--- src/rtl/sc2110_pkg.sv ---
// SC2110 LVDS link constants shared by the transmit trainer and the receive aligner.
package sc2110_pkg;

  // 4 lanes x 12 bits
  localparam int DATA_W = 48;

  localparam logic [DATA_W-1:0] PAT_A     = 48'h0000_0f00_0000;
  localparam logic [DATA_W-1:0] PAT_B     = 48'h0000_00f0_0000;
  localparam logic [DATA_W-1:0] IDLE_WORD = 48'h0;

  // Link state encoding
  typedef enum logic [1:0] {
    S_IDLE  = 2'd0,
    S_TRAIN = 2'd1,
    S_DATA  = 2'd2
  } state_e;

endpackage

--- src/rtl/sc2110_pat_gen.sv ---
// A/B training phase toggle plus saturating training-word counter.
module sc2110_pat_gen #(
  parameter int unsigned TRAIN_MAX = 4096
) (
  input  logic        I_clk,
  input  logic        I_rstn,
  input  logic        I_init,       // restart: phase A, count 0
  input  logic        I_step,       // one training word taken this cycle
  output logic        O_phase_b,    // 1 = word offered now is PAT_B
  output logic [15:0] O_count_inc   // count including the word offered now
);

  localparam logic [15:0] CNT_MAX = 16'(TRAIN_MAX);

  logic        phase_q, phase_d;
  logic [15:0] count_q, count_d;
  logic [15:0] count_inc;

  // Saturating increment, also exported so the trainer can judge the word in flight
  always_comb begin
    count_inc = (count_q >= CNT_MAX) ? CNT_MAX : count_q + 16'd1;
  end

  // Next phase/count: init dominates a step
  always_comb begin
    phase_d = phase_q;
    count_d = count_q;
    if (I_init) begin
      phase_d = 1'b0;
      count_d = 16'd0;
    end else if (I_step) begin
      phase_d = ~phase_q;
      count_d = count_inc;
    end
  end

  // Phase and count registers
  always_ff @(posedge I_clk or negedge I_rstn) begin
    if (!I_rstn) begin
      phase_q <= 1'b0;
      count_q <= 16'd0;
    end else begin
      phase_q <= phase_d;
      count_q <= count_d;
    end
  end

  assign O_phase_b   = phase_q;
  assign O_count_inc = count_inc;

endmodule

--- src/rtl/sc2110_train_tx.sv ---
// SC2110 transmit link trainer: idle words, A/B training pattern until far-end lock, then pixel pass-through.
module sc2110_train_tx
  import sc2110_pkg::*;
#(
  parameter int                DATA_W    = sc2110_pkg::DATA_W,
  parameter logic [DATA_W-1:0] PAT_A     = sc2110_pkg::PAT_A,
  parameter logic [DATA_W-1:0] PAT_B     = sc2110_pkg::PAT_B,
  parameter logic [DATA_W-1:0] IDLE_WORD = sc2110_pkg::IDLE_WORD,
  parameter int unsigned       TRAIN_MIN = 256,
  parameter int unsigned       TRAIN_MAX = 4096
) (
  input  logic              I_clk,
  input  logic              I_rstn,
  input  logic              I_en,
  input  logic              I_retrain,
  input  logic              I_lock,
  input  logic              I_tx_ready,
  input  logic              I_pix_valid,
  input  logic [DATA_W-1:0] I_pix_data,
  output logic              O_pix_ready,
  output logic [DATA_W-1:0] O_tx_data,
  output logic              O_tx_valid,
  output logic              O_training,
  output logic              O_link_up,
  output logic              O_train_err
);

  localparam logic [15:0] CNT_MIN = 16'(TRAIN_MIN);
  localparam logic [15:0] CNT_MAX = 16'(TRAIN_MAX);

  state_e            state_q, state_d;
  logic [DATA_W-1:0] tx_data_q, tx_data_d;
  logic              tx_valid_q;
  logic              err_q, err_d;
  logic              pg_init, pg_step;
  logic              phase_b;
  logic [15:0]       count_inc;

  sc2110_pat_gen #(
    .TRAIN_MAX (TRAIN_MAX)
  ) u_pat_gen (
    .I_clk       (I_clk),
    .I_rstn      (I_rstn),
    .I_init      (pg_init),
    .I_step      (pg_step),
    .O_phase_b   (phase_b),
    .O_count_inc (count_inc)
  );

  // Pixel is consumed only on a serializer slot while the link is up
  assign O_pix_ready = (state_q == S_DATA) && I_tx_ready;

  // Next state, next output word and error flag; transitions in priority order
  always_comb begin
    state_d   = state_q;
    tx_data_d = tx_data_q;
    err_d     = err_q;
    pg_init   = 1'b0;
    pg_step   = 1'b0;

    // The word taken on a slot is decided by the current state; between slots the output holds
    if (I_tx_ready) begin
      case (state_q)
        S_TRAIN: tx_data_d = phase_b ? PAT_B : PAT_A;
        S_DATA:  tx_data_d = I_pix_valid ? I_pix_data : IDLE_WORD;
        default: tx_data_d = IDLE_WORD;
      endcase
    end

    if (!I_en) begin
      state_d = S_IDLE;
    end else if (I_retrain || (state_q == S_IDLE)) begin
      state_d = S_TRAIN;
      pg_init = 1'b1;
      err_d   = 1'b0;
    end else if ((state_q == S_TRAIN) && I_tx_ready) begin
      pg_step = 1'b1;
      if ((count_inc >= CNT_MAX) && !I_lock) begin
        err_d = 1'b1;
      end
      // Leave only after a PAT_B so data always follows a complete A/B pair
      if (phase_b && (count_inc >= CNT_MIN) && I_lock) begin
        state_d = S_DATA;
      end
    end
  end

  // State, output word and flag registers
  always_ff @(posedge I_clk or negedge I_rstn) begin
    if (!I_rstn) begin
      state_q    <= S_IDLE;
      tx_data_q  <= IDLE_WORD;
      tx_valid_q <= 1'b0;
      err_q      <= 1'b0;
    end else begin
      state_q    <= state_d;
      tx_data_q  <= tx_data_d;
      tx_valid_q <= 1'b1;
      err_q      <= err_d;
    end
  end

  assign O_tx_data   = tx_data_q;
  assign O_tx_valid  = tx_valid_q;
  assign O_training  = (state_q == S_TRAIN);
  assign O_link_up   = (state_q == S_DATA);
  assign O_train_err = err_q;

endmodule

--- config.mk ---
export PLATFORM = sky130hd
export DESIGN_NAME = sc2110_train_tx
export DESIGN_NICKNAME = d
export VERILOG_FILES = /design/src/rtl/sc2110_pkg.sv /design/src/rtl/sc2110_pat_gen.sv /design/src/rtl/sc2110_train_tx.sv
export SDC_FILE = /design/constraint.sdc
export NUM_CORES = 1
export LEC_CHECK = 0
export CAP_MARGIN = 20
export CELL_PAD_IN_SITES_DETAIL_PLACEMENT = 1
export CELL_PAD_IN_SITES_GLOBAL_PLACEMENT = 1
export CORE_ASPECT_RATIO = 1.1
export CORE_MARGIN = 2
export CORE_UTILIZATION = 33
export CTS_CLUSTER_SIZE = 16
export DETAILED_ROUTE_END_ITERATION = 10
export GPL_ROUTABILITY_DRIVEN = 0
export HOLD_SLACK_MARGIN = 0.1
export PLACE_DENSITY_LB_ADDON = 0.1
export SLEW_MARGIN = 10
export SYNTH_ARGS = -nofsm -noshare
export SYNTH_HDL_FRONTEND = slang
export SYNTH_SLANG_ARGS = --single-unit
--- constraint.sdc ---
create_clock -name I_clk -period 2.4 [get_ports I_clk]
set_clock_uncertainty 0.2 [all_clocks]
set_input_delay 0.72 -clock I_clk [delete_from_list [all_inputs] [get_ports I_clk]]
set_output_delay 0.72 -clock I_clk [all_outputs]
set_load 0.05 [all_outputs]
==> summary.md <==
| Metric | Value |
|---|---|
| Status | finished, final reports clean |
| Antenna cells | 0 |
| Crit path largest cell delay | 260 ps |
| Total power | 2.57 mW |
| Max-slew violation count | 0 |
| Die Wd | 95.5 um |
| Clock Latency Late Sink | 340 ps |
| DRT iter0 DRCs | 70 |
| Hpwl dp | 5910 um |
| Ys flop type | dfrtp_1 |
| P&R area growth vs syn | 47.6% |
| Fmax | 429 MHz |
| Commonest non-fill, non-tap cells in the layout | dfrtp_1, buf_4, nand2_1 |
| First-pass GRT wire length | 13,600 um |
| Global route total overflow | 0 |
| Syn_area_per_cell | 9.47 um^2 |
| Ys async rst share | 1.00 |
| Final setup viols | 0 |
| Clk buf depth | 2 |
| Largest net degree at the start of global routing | 70 |
| Count of final hold-check violations | 0 |
| Full die area | 9990 um^2 |
| Commonest non-fill, non-tap cell in the layout | dfrtp_1 |
| Setup crit end kind | primary output |
| DRC viols | 0 |
| Number of CTS-inserted buffers | 9 |
| Leakage | 2.09 nW |
| PortBufs | 107 |
| DR pass1 iterations | 4 |
| Netlist cell types | 42 |
| Share of cells above drive strength 1 | 0.195 |
| Total negative slack | 0 ps |
| Crit path DAT | 1410 ps |
| Ys Warns | 0 |
| Largest family of logic cells by synthesized area | simple AND/OR/NAND/NOR gates |
| XOR/XNOR Fraction of Synth Area | 0.00288 |
| Initial antenna violation count | 1 |
| Adder-Cell Fraction of Synth Area | 0.0206 |
| Critical path data required time | 1480 ps |
| Core area | 8920 um^2 |
| Register area share after synthesis | 0.568 |
| Final period util | 0.971 |
| Critical path class | input pin to primary output |
| Setup repair bufs after CTS | 0 |
| CTS sink cnt | 69 |
| Compound-Gate Fraction of Synth Area | 0.142 |
| Startpoint types | input pin |
| Post-Syn Nets | 381 |
| DIE HEIGHT | 105 um |
| H-tree Lvls | 3 |
| Final net count | 501 |
| Worst-path maximum fanout | 3 |
| RSZ-0062 raised after global routing | no |
| Root Driver | clkbuf_8 |
| Number of fill cells in the layout | 1,011 |
| CP Cell Sequence | dlygate4sd2_1, buf_4, and2_4, buf_12 |
| Flops & latches, synth | 69 |
| Pwr per Cell Area | 573 nW/um^2 |
| Simple-gate share of the synthesized area | 0.180 |
| Post-Synthesis Cells | 321 |
| Hold_buf cts | 0 |
| Post-synthesis mux area share | 0.0103 |
| Vias in the first global route | 2,740 |
| Least-Margin Pin Slew | 575 ps |
| Via density per instance | 4.69 |
| CTS tree | built |
| Post-synth EDFFs | 0 |
| Netlist Area Pre-Place | 3040 um^2 |
| CP max stage cell | dlygate4sd2_1 |
| Routed vias | 2,628 |
| Site row count | 36 |
| Max transition margin | 0.612 |
| I/O pin count | 108 |
| Post-DRT Antenna Nets | 0 |
| Final min period | 2330 ps |
| Post-Route WL | 8390 um |
| Starting Density | 0.341 |
| Reg clk slew, reported paths | 80 ps |
| Worst vdd ir | 0.246 mV |
| Max-cap check violation count | 0 |
| Hold Crit Class | input pin to async pin |
| DR WL/cell | 15.0 um |
| Gr usage total | 0.171 |
-- sequential cells by signal, summed over array words and instances (netlist names) --
signal	count
O_tx_data	48
u_pat_gen.count_q	16
state_q	2
O_train_err	1
O_tx_valid	1
u_pat_gen.O_phase_b	1
-- cell type report --
| type | instances | area (um^2) | area share |
|---|---|---|---|
| inverters | 46 | 173 | 0.0385 |
| multi-input cells | 194 | 1090 | 0.243 |
| flip-flops and latches | 69 | 1730 | 0.385 |
| well taps | 114 | 143 | 0.0318 |
| repair buffers | 121 | 1110 | 0.247 |
| clock buffers | 9 | 124 | 0.0276 |
| clock inverters | 7 | 121 | 0.0271 |
-- final timing paths --
kind	start	endpoint	cells past startpoint	slack (ps)
min	I_rstn	O_tx_data[10]	2	160
max reg2reg	state_q[1]	u_pat_gen.count_q[4]	8	190
max in group asynchronous	I_rstn	state_q[0]	2	1480
min reg2reg	O_tx_data[3]	O_tx_data[3]	2	320
min in group I_clk	O_tx_data[3]	O_tx_data[3]	2	320
max	I_tx_ready	O_pix_ready	4	70
-- metal layers --
layer	up-vias	GRT usage	routed length [um]
met3	8	0.0483	599
met5	-	0	10
li1	1290	-	-
met2	67	0.281	4000
met1	1261	0.222	3710
met4	2	0.0418	76
-- cell usage after synthesis, types with 2 or more instances --
master	n	share of area
buf_2	2	0.0033
o21ai_0	53	0.087
inv_1	46	0.057
a22o_1	2	0.0058
a21oi_1	10	0.016
o31ai_1	4	0.0099
or3b_1	2	0.0058
nand4_1	2	0.0041
mux2i_1	2	0.0066
a31oi_1	2	0.0041
dfrtp_1	69	0.57
nor2_1	7	0.0086
clkbuf_1	6	0.0074
and3_1	6	0.012
ha_1	5	0.021
nand2b_1	3	0.0062
and2_1	4	0.0082
nor3_1	2	0.0033
buf_1	3	0.0037
nor2b_1	9	0.019
nand2_1	54	0.067
nand3_1	7	0.012
o41ai_1	2	0.0058
-- worst max-delay path: cells and delay by family --
family	cells	cell delay [ps]
buf+inv	3	540
simple gates	1	150
-- per-stage QoR --
stage          utilization  hold slack, ps  cell area (um^2)  instances  setup WS [ps]
2_1_floorplan            -             224              3040        321           34.0
3_3_place_gp         0.476             312              4250        544           -210
3_5_place_dp         0.476             315              4250        544           -321
4_1_cts              0.503             199              4480        560           21.5
5_1_grt              0.503             204              4490        560           10.6
6_report             0.503             155              4490        560           69.8
-- cell families (layout without fill, tap and decap cells) --
family          Yosys count  count (layout)
other cells               1               1
fa+ha+maj                 5               5
buf+inv                  58             183
simple gates            107             107
mux                       3               3
compound gates           77              77
xor+xnor                  1               1
flops                    69              69
-- what timing repair did --
action,4_1_cts,5_1_grt
pin swaps,0,0
endpoints found under the setup margin,8,1
endpoints found under the hold margin,0,0
resized for setup,9,1
-- where the power goes --
part           internal (mW)  switching [mW]  total [mW]
Clock                  0.696           0.475        1.17
Sequential              1.17         0.00693        1.18
Combinational          0.113           0.109       0.222
Total                   1.98           0.591        2.57
Note: power is estimated with default switching activity, not from simulation.
